`src/rtl/vga_pixel_out.sv`:
```
`timescale 1ns/1ps
`default_nettype none
// ============================================================================
// Module   : vga_pixel_out
// Purpose  : Final display stage. Generates VGA raster timing, publishes the
//            raster position to the drawing objects and the priority mux, and
//            realigns the mux's RGB332 pixel with delayed sync/blank flags
//            before expanding it to 4:4:4 for the board DAC.
// Ports    : clk          in   pixel clock
//            reset        in   synchronous reset, active-high
//            RGBIn        in   [7:0] RGB332 pixel {R[7:5],G[4:2],B[1:0]}
//            pixelX       out  [10:0] horizontal count (registered)
//            pixelY       out  [10:0] vertical count (registered)
//            startOfFrame out  high while the counters sit on the last
//                              position of the frame
//            vgaR/G/B     out  [3:0] colour to DAC
//            hSync        out  horizontal sync, active-low
//            vSync        out  vertical sync, active-low
//            blankN       out  1 = visible pixel being driven
// Revision : 1.0 - initial release
// ============================================================================
module vga_pixel_out #(
    parameter int H_ACTIVE = 640,
    parameter int H_FP     = 16,
    parameter int H_SYNC   = 96,
    parameter int H_BP     = 48,
    parameter int V_ACTIVE = 480,
    parameter int V_FP     = 10,
    parameter int V_SYNC   = 2,
    parameter int V_BP     = 33,
    // Clocks from a pixelX/pixelY update to the matching RGBIn; legal 1..8.
    parameter int PIPE_LAT = 2
) (
    input  logic        clk,
    input  logic        reset,
    input  logic [7:0]  RGBIn,
    output logic [10:0] pixelX,
    output logic [10:0] pixelY,
    output logic        startOfFrame,
    output logic [3:0]  vgaR,
    output logic [3:0]  vgaG,
    output logic [3:0]  vgaB,
    output logic        hSync,
    output logic        vSync,
    output logic        blankN
);

    localparam logic [10:0] c_h_max      = 11'(H_ACTIVE + H_FP + H_SYNC + H_BP - 1);
    localparam logic [10:0] c_v_max      = 11'(V_ACTIVE + V_FP + V_SYNC + V_BP - 1);
    localparam logic [10:0] c_h_act      = 11'(H_ACTIVE);
    localparam logic [10:0] c_v_act      = 11'(V_ACTIVE);
    localparam logic [10:0] c_hs_start   = 11'(H_ACTIVE + H_FP);
    localparam logic [10:0] c_hs_end     = 11'(H_ACTIVE + H_FP + H_SYNC);
    localparam logic [10:0] c_vs_start   = 11'(V_ACTIVE + V_FP);
    localparam logic [10:0] c_vs_end     = 11'(V_ACTIVE + V_FP + V_SYNC);

    // ------------------------------------------------------------------
    // Raster counters
    // ------------------------------------------------------------------
    logic [10:0] r_h_cnt;
    logic [10:0] r_v_cnt;
    logic        w_h_wrap;
    logic        w_v_wrap;

    assign w_h_wrap = (r_h_cnt == c_h_max);
    assign w_v_wrap = (r_v_cnt == c_v_max);

    always_ff @(posedge clk) begin
        if (reset) begin
            r_h_cnt <= '0;
            r_v_cnt <= '0;
        end else if (w_h_wrap) begin
            r_h_cnt <= '0;
            r_v_cnt <= w_v_wrap ? 11'd0 : r_v_cnt + 11'd1;
        end else begin
            r_h_cnt <= r_h_cnt + 11'd1;
        end
    end

    assign pixelX       = r_h_cnt;
    assign pixelY       = r_v_cnt;
    assign startOfFrame = w_h_wrap && w_v_wrap;

    // ------------------------------------------------------------------
    // Raw timing flags for the position currently on the counters
    // ------------------------------------------------------------------
    logic w_active;
    logic w_hs_n;
    logic w_vs_n;

    assign w_active = (r_h_cnt < c_h_act) && (r_v_cnt < c_v_act);
    assign w_hs_n   = !((r_h_cnt >= c_hs_start) && (r_h_cnt < c_hs_end));
    assign w_vs_n   = !((r_v_cnt >= c_vs_start) && (r_v_cnt < c_vs_end));

    // ------------------------------------------------------------------
    // Flag delay line: the last stage lines up with the RGBIn value that
    // the drawers and mux produce for the same position. Reset loads the
    // idle pattern so no sync pulse or visible pixel leaks out while the
    // line refills.
    // ------------------------------------------------------------------
    logic r_act_dly [PIPE_LAT];
    logic r_hs_dly  [PIPE_LAT];
    logic r_vs_dly  [PIPE_LAT];

    always_ff @(posedge clk) begin
        if (reset) begin
            for (int i = 0; i < PIPE_LAT; i++) begin
                r_act_dly[i] <= 1'b0;
                r_hs_dly[i]  <= 1'b1;
                r_vs_dly[i]  <= 1'b1;
            end
        end else begin
            r_act_dly[0] <= w_active;
            r_hs_dly[0]  <= w_hs_n;
            r_vs_dly[0]  <= w_vs_n;
            for (int i = 1; i < PIPE_LAT; i++) begin
                r_act_dly[i] <= r_act_dly[i-1];
                r_hs_dly[i]  <= r_hs_dly[i-1];
                r_vs_dly[i]  <= r_vs_dly[i-1];
            end
        end
    end

    // ------------------------------------------------------------------
    // Colour expansion by MSB replication, so full-scale 3/2-bit codes
    // map to full-scale 4-bit codes.
    // ------------------------------------------------------------------
    logic [3:0] w_r4;
    logic [3:0] w_g4;
    logic [3:0] w_b4;

    assign w_r4 = {RGBIn[7:5], RGBIn[7]};
    assign w_g4 = {RGBIn[4:2], RGBIn[4]};
    assign w_b4 = {RGBIn[1:0], RGBIn[1:0]};

    // ------------------------------------------------------------------
    // DAC output register
    // ------------------------------------------------------------------
    logic [3:0] r_vga_r;
    logic [3:0] r_vga_g;
    logic [3:0] r_vga_b;
    logic       r_hsync;
    logic       r_vsync;
    logic       r_blank_n;

    always_ff @(posedge clk) begin
        if (reset) begin
            r_vga_r   <= '0;
            r_vga_g   <= '0;
            r_vga_b   <= '0;
            r_hsync   <= 1'b1;
            r_vsync   <= 1'b1;
            r_blank_n <= 1'b0;
        end else begin
            r_vga_r   <= r_act_dly[PIPE_LAT-1] ? w_r4 : 4'd0;
            r_vga_g   <= r_act_dly[PIPE_LAT-1] ? w_g4 : 4'd0;
            r_vga_b   <= r_act_dly[PIPE_LAT-1] ? w_b4 : 4'd0;
            r_hsync   <= r_hs_dly[PIPE_LAT-1];
            r_vsync   <= r_vs_dly[PIPE_LAT-1];
            r_blank_n <= r_act_dly[PIPE_LAT-1];
        end
    end

    assign vgaR   = r_vga_r;
    assign vgaG   = r_vga_g;
    assign vgaB   = r_vga_b;
    assign hSync  = r_hsync;
    assign vSync  = r_vsync;
    assign blankN = r_blank_n;

endmodule
`default_nettype wire

```
`config.mk`:
```
export PLATFORM = sky130hd
export DESIGN_NAME = vga_pixel_out
export DESIGN_NICKNAME = d
export VERILOG_FILES = /design/src/rtl/vga_pixel_out.sv
export SDC_FILE = /design/constraint.sdc
export NUM_CORES = 1
export LEC_CHECK = 0
export CAP_MARGIN = 20
export CELL_PAD_IN_SITES_DETAIL_PLACEMENT = 0
export CELL_PAD_IN_SITES_GLOBAL_PLACEMENT = 1
export CORE_ASPECT_RATIO = 0.75
export CORE_MARGIN = 5
export CORE_UTILIZATION = 38
export CTS_BUF_LIST = sky130_fd_sc_hd__clkbuf_2
export CTS_CLUSTER_DIAMETER = 30
export CTS_CLUSTER_SIZE = 16
export DETAILED_ROUTE_END_ITERATION = 10
export HOLD_SLACK_MARGIN = 0.15
export PLACE_DENSITY_LB_ADDON = 0.1
export SLEW_MARGIN = 25
export SYNTH_ARGS = -nofsm -noshare
export SYNTH_HDL_FRONTEND = slang
export SYNTH_SLANG_ARGS = --single-unit
```
`constraint.sdc`:
```
create_clock -name clk -period 3.4 [get_ports clk]
set_input_delay 0.68 -clock clk [delete_from_list [all_inputs] [get_ports clk]]
set_output_delay 0.68 -clock clk [all_outputs]
set_load 0.01 [all_outputs]
```
==> results.cfg, run 1 <==
[setup_path]
crit_required_ps = 2720
worst_r2r_endpoint = pixelY[0]
max_stage_delay_ps = 540
critPathTopFamily = simple AND/OR/NAND/NOR gates
startpoint = pixelX[0]
r2r_slack_ps = 1300
path_class = reg -> out
start_kind = register
cp_num_buf_inv = 1
setup.worst_path.end = startOfFrame
path_cells = ha_1 > nand3_1 > or3_4 > nor2_1 > clkdlybuf4s50_1
cp-end-kind = output port
worstRegToRegCells = 5
arrival_ps = 2470
crit_fanout = 7
cp_slowest_cell = clkdlybuf4s50_1
cp.depth = 5
r2r-start = pixelX[0]

[sta]
relSlewSlack_pct = 50.0
timing.hold.ws_ps = 420
finClkSkew_ps = 12.2
tightest_slew_ps = 743
final.setup.tns_ps = 0
fin_crit_sh_pct = 92.5
fmax_ghz = 0.318
drv_slew = 0
rsz0062_at_grt = no
finalCriticalPeriod_ps = 3150
hold_violations = 0
setup_viol = 0
fin_ws_ps = 253

[cts]
clk_latency_ps = 390
path_clk_slew_ps = 210
cts_made_buffers = 5
cts.root.buffer_cell = clkbuf_2
clockBufferDepth = 2
cts_num_sinks = 39
hold_buffers = 0
htree_levels = 2
cts_tree = done

[route]
viasPerCell = 4.85
drt-total-wl_um = 3470
drtPass1Iterations = 4
wl_per_cell_um = 12.8
ant_nets = 0
vias = 1313
detail_route.drc_violations = 0
first_iter_violations = 42

[floorplanning]
die-area_mm2 = 0.00558
start_util_pct = 39.1
dieHeight_um = 65.9
die_x_um = 84.6
rows = 20
ios = 48
core_area_mm2 = 0.00405

[grt]
grt_usage_pct = 13.4
antenna_found_initial = 0
grt_pass1_vias = 1263
grt_pass1_wl_um = 5970
grt_overflow_total = 0
grt_max_degree = 18

[cells_and_area]
final_cell_mix = 47 x clkdlybuf4s50_1, 39 x dfxtp_1, 22 x nor2_1, 10 x nand3_1
stdcell_count = 271
diodes = 0
final.fill_count = 395
layout_commonest_cell = clkdlybuf4s50_1
layout-drive-gt1-share_pct = 6.94
area_delta_synth_final_pct = 33.1
fin_nets = 228
fin_util_pct = 52.0

[placed_design]
routabilityCongestion = 0.822
dp.final_hpwl_um = 2590
numPortBuffers = 47
pre_cts_slack_ps = 623
dp_cells = 263

[synth]
synth-compound-area-share_pct = 3.39
postSynthCellCount = 174
seq_area_frac_synth_pct = 49.3
synth_xor_area_share_pct = 6.63
synth.area.mux_share_pct = 1.89
synth-simple-area-share_pct = 30.7
synth_top_family_by_area = simple AND/OR/NAND/NOR gates
synthAdderAreaFrac_pct = 2.37
yosys.area.top_type = dfxtp_1
synth.ff_latch_count = 39
netlist_top_cells_area = dfxtp_1 49%, nor2_1 5.2%, xnor2_1 5.0%
synth_nets = 187
synthDistinctLibCells = 32
syn_area_mm2 = 0.00159
avgSynthCellArea_um2 = 9.11
synth_warnings = 0
synth_top_area_share_pct = 49.3

[power_and_ir_drop]
ir_drop_uv = 186
p_leak_uw = 0.000702
power_density_mw_per_mm2 = 342

[flow_run]
max_cap_violations = 0

[hold_path]
holdCritPathClass = reg -> reg

[status]
status = completed
-- report_power, final --
| group | switching, µW | internal [µW] |
|---|---|---|
| clock | 160 | 48.7 |
| sequential | 4.64 | 465 |
| combinational | 17.8 | 26.2 |
-- how the worst min path moves through the flow --
stage	from	endpoint	slack, ps	cells past startpoint
global route	r_hs_dly[0]	r_hs_dly[1]	460	1
detailed placement	r_hs_dly[0]	r_hs_dly[1]	390	1
CTS	r_hs_dly[0]	r_hs_dly[1]	420	1
finish	r_hs_dly[0]	r_hs_dly[1]	420	1
global placement	r_vs_dly[1]	vSync	390	1
floorplan	r_hs_dly[1]	hSync	390	1
-- area by class of cell --
| cell class | instances | area [µm²] | share of cell area [%] |
|---|---|---|---|
| sequential | 39 | 781 | 37.0 |
| multi-input combinational | 115 | 718 | 34.0 |
| tap | 55 | 68.8 | 3.26 |
| inverter | 7 | 26.3 | 1.25 |
| clock buffer | 5 | 25.0 | 1.19 |
| timing repair buffer | 47 | 470 | 22.3 |
| clock inverter | 3 | 20.0 | 0.949 |
-- layer usage --
metal / wire length (µm) / vias up / global-route usage [%]
met1: 1680 / 592 / 16.6
met3: 238 / 8 / 5.23
met5: 0 / - / 0
met2: 1500 / 35 / 21.4
met4: 52 / 0 / 4.74
li1: - / 678 / -
-- metrics by stage --
stage	power (µW)	cell area, µm²
final	722	2110
after global routing	754	2110
after CTS	733	2100
after detailed placement	524	2060
after global placement	523	2060
after floorplan	497	1590
-- synth_stat cells --
| library cell | instances |
|---|---|
| a31oi_1 | 1 |
| nand2b_1 | 1 |
| nor3_1 | 5 |
| or4_1 | 1 |
| and3_1 | 3 |
| nor4_2 | 1 |
| inv_1 | 7 |
| and4_1 | 1 |
| a21oi_1 | 5 |
| nand4bb_1 | 1 |
| buf_4 | 4 |
| nor4b_1 | 1 |
| nor2b_1 | 2 |
| nand4_1 | 9 |
| nand2_1 | 4 |
| dfxtp_1 | 39 |
| nor4bb_1 | 1 |
| o21bai_1 | 1 |
| nor4_1 | 8 |
| or2_2 | 4 |
| or3_1 | 4 |
| ha_1 | 3 |
| o21ai_0 | 3 |
| buf_2 | 1 |
| or3b_4 | 1 |
| mux2i_1 | 3 |
| xnor2_1 | 9 |
| clkbuf_1 | 8 |
| nor2_1 | 22 |
| nand3_1 | 10 |
| and2_1 | 8 |
| xor2_1 | 3 |
-- flip-flops by register name (all words and copies together), names as in the netlist --
signal,cells
blankN,1
pixelY,11
r_act_dly,2
vgaR,3
r_hs_dly,2
pixelX,11
vSync,1
vgaB,2
r_vs_dly,2
vgaG,3
hSync,1
-- cells by family (layout without fill, tap and decap cells) --
kind of cell / after synthesis / in the layout
AND/OR/NAND/NOR: 87 / 87
flip-flops: 39 / 39
AO/OA/AOI/OAI: 10 / 10
XOR/XNOR: 12 / 12
multiplexers: 3 / 3
buffers and inverters: 20 / 62
adder cells (fa/ha/maj): 3 / 3
-- what timing repair did --
action | in CTS | in global routing
setup endpoints to repair | 0 | 1
resized for setup | 0 | 1
buffers inserted | 0 | 0
Power figures use the tool's default switching activity.
==> run 2: changes to the inputs <==
Settings changed: PLACE_DENSITY_LB_ADDON 0.1 to 0.25.
==> results.cfg, run 2 (synthesis results as in run 1) <==
[cts]
ctsResizeCount = 0
cts_tree = done
cts_setup_buffers = 0
path_clk_slew_ps = 190
cts_made_buffers = 5
clk_latency_ps = 380
htree_levels = 2
hold_buffers = 0
cts.root.buffer_cell = clkbuf_2
clockBufferDepth = 2
cts_num_sinks = 39

[sta]
setup_viol = 0
final.setup.tns_ps = 0
relSlewSlack_pct = 48.4
finalCriticalPeriod_ps = 3230
finClkSkew_ps = 12.6
tightest_slew_ps = 768
drv_slew = 0
hold_violations = 0
fmax_ghz = 0.310
fin_crit_sh_pct = 94.9
rsz0062_at_grt = no

[setup_path]
crit_fanout = 9
path_class = reg -> out
cp_slowest_cell = clkdlybuf4s50_1
start_kind = register
max_stage_delay_ps = 540
path_cells = or3b_4 > or3_1 > nor2_1 > clkdlybuf4s50_1
arrival_ps = 2550
cp-end-kind = output port
crit_required_ps = 2720

[cells_and_area]
final_cell_mix = 47 x clkdlybuf4s50_1, 39 x dfxtp_1, 22 x nor2_1, 10 x nand3_1
layout_commonest_cell = clkdlybuf4s50_1
diodes = 0
fin_util_pct = 51.7
area_delta_synth_final_pct = 32.3
fin_nets = 228
layout-drive-gt1-share_pct = 5.56

[floorplanning]
dieHeight_um = 65.9
ios = 48
rows = 20
die-area_mm2 = 0.00558
core_area_mm2 = 0.00405
die_x_um = 84.6
start_util_pct = 39.1

[power_and_ir_drop]
intPower_uw = 541
power_frac_comb_pct = 6.2
pwr-share-seq_pct = 66.2
swShare_pct = 23.7
switchingPower_uw = 168
power_density_mw_per_mm2 = 338
clockPowerShare_pct = 27.6
p_leak_uw = 0.000703
ir_drop_uv = 177

[route]
viasPerCell = 4.87
first_iter_violations = 53
drt-total-wl_um = 3670
vias = 1321
ant_nets = 0
wl_per_cell_um = 13.5
drtPass1Iterations = 4
detail_route.drc_violations = 0

[flow_run]
max_cap_violations = 0

[grt]
grt_pass1_vias = 1326
grt_usage_pct = 14.3
antenna_found_initial = 0
grt_overflow_total = 0
grt_max_degree = 18
grt_pass1_wl_um = 6310

[status]
status = completed

[placed_design]
dp.final_hpwl_um = 2670
routabilityCongestion = 0.793
numPortBuffers = 47

[hold_path]
holdCritPathClass = reg -> reg
-- run 2: power by group through the flow --
stage | clock [µW] | combinational [µW] | sequential (µW)
6_report | 195 | 43.9 | 470
5_1_grt | 223 | 48.1 | 471
4_1_cts | 205 | 44.7 | 470
3_5_place_dp | 0 | 44.4 | 479
3_3_place_gp | 0 | 44.3 | 478
2_1_floorplan | 0 | 15.2 | 482
-- run 2: worst paths after layout --
kind	from	endpoint	slack, ps	cells after the start
setup / recovery	pixelX[4]	startOfFrame	170	4
hold reg to reg	r_hs_dly[1]	hSync	430	1
setup reg to reg	pixelX[4]	pixelY[3]	1190	4
hold / removal	r_hs_dly[1]	hSync	430	1
-- run 2: per-layer routing --
| metal | vias up | part of all wire, % | GRT usage (%) |
|---|---|---|---|
| li1 | 672 | - | - |
| met1 | 611 | 48 | 18.0 |
| met2 | 32 | 44 | 22.8 |
| met3 | 6 | 6.8 | 5.11 |
| met4 | 0 | 1.2 | 4.74 |
| met5 | - | 0 | 0 |
-- run 2: through the flow --
step	hold WS [ps]	total power, µW	setup slack, ps	instances	cell area, µm²
4_1_cts	432	719	137	271	2100
2_1_floorplan	389	497	1150	174	1590
3_3_place_gp	390	523	686	263	2060
3_5_place_dp	393	523	622	263	2060
5_1_grt	459	742	11.0	271	2100
6_report	431	709	172	271	2100
-- run 2: critical path, delay by kind of cell, from the launching register on --
family                 cells  cell delay [ps]
DFF                        1              520
buffers and inverters      1              540
and+or+nand+nor            3             1100
-- run 2: cell type report --
cell class,count,area (µm²)
fill,403,1960
clock inverter,2,7.51
clock buffer,6,30.0
inverter,7,26.3
sequential,39,781
tap,55,68.8
multi-input combinational,115,713
timing repair buffer,47,470
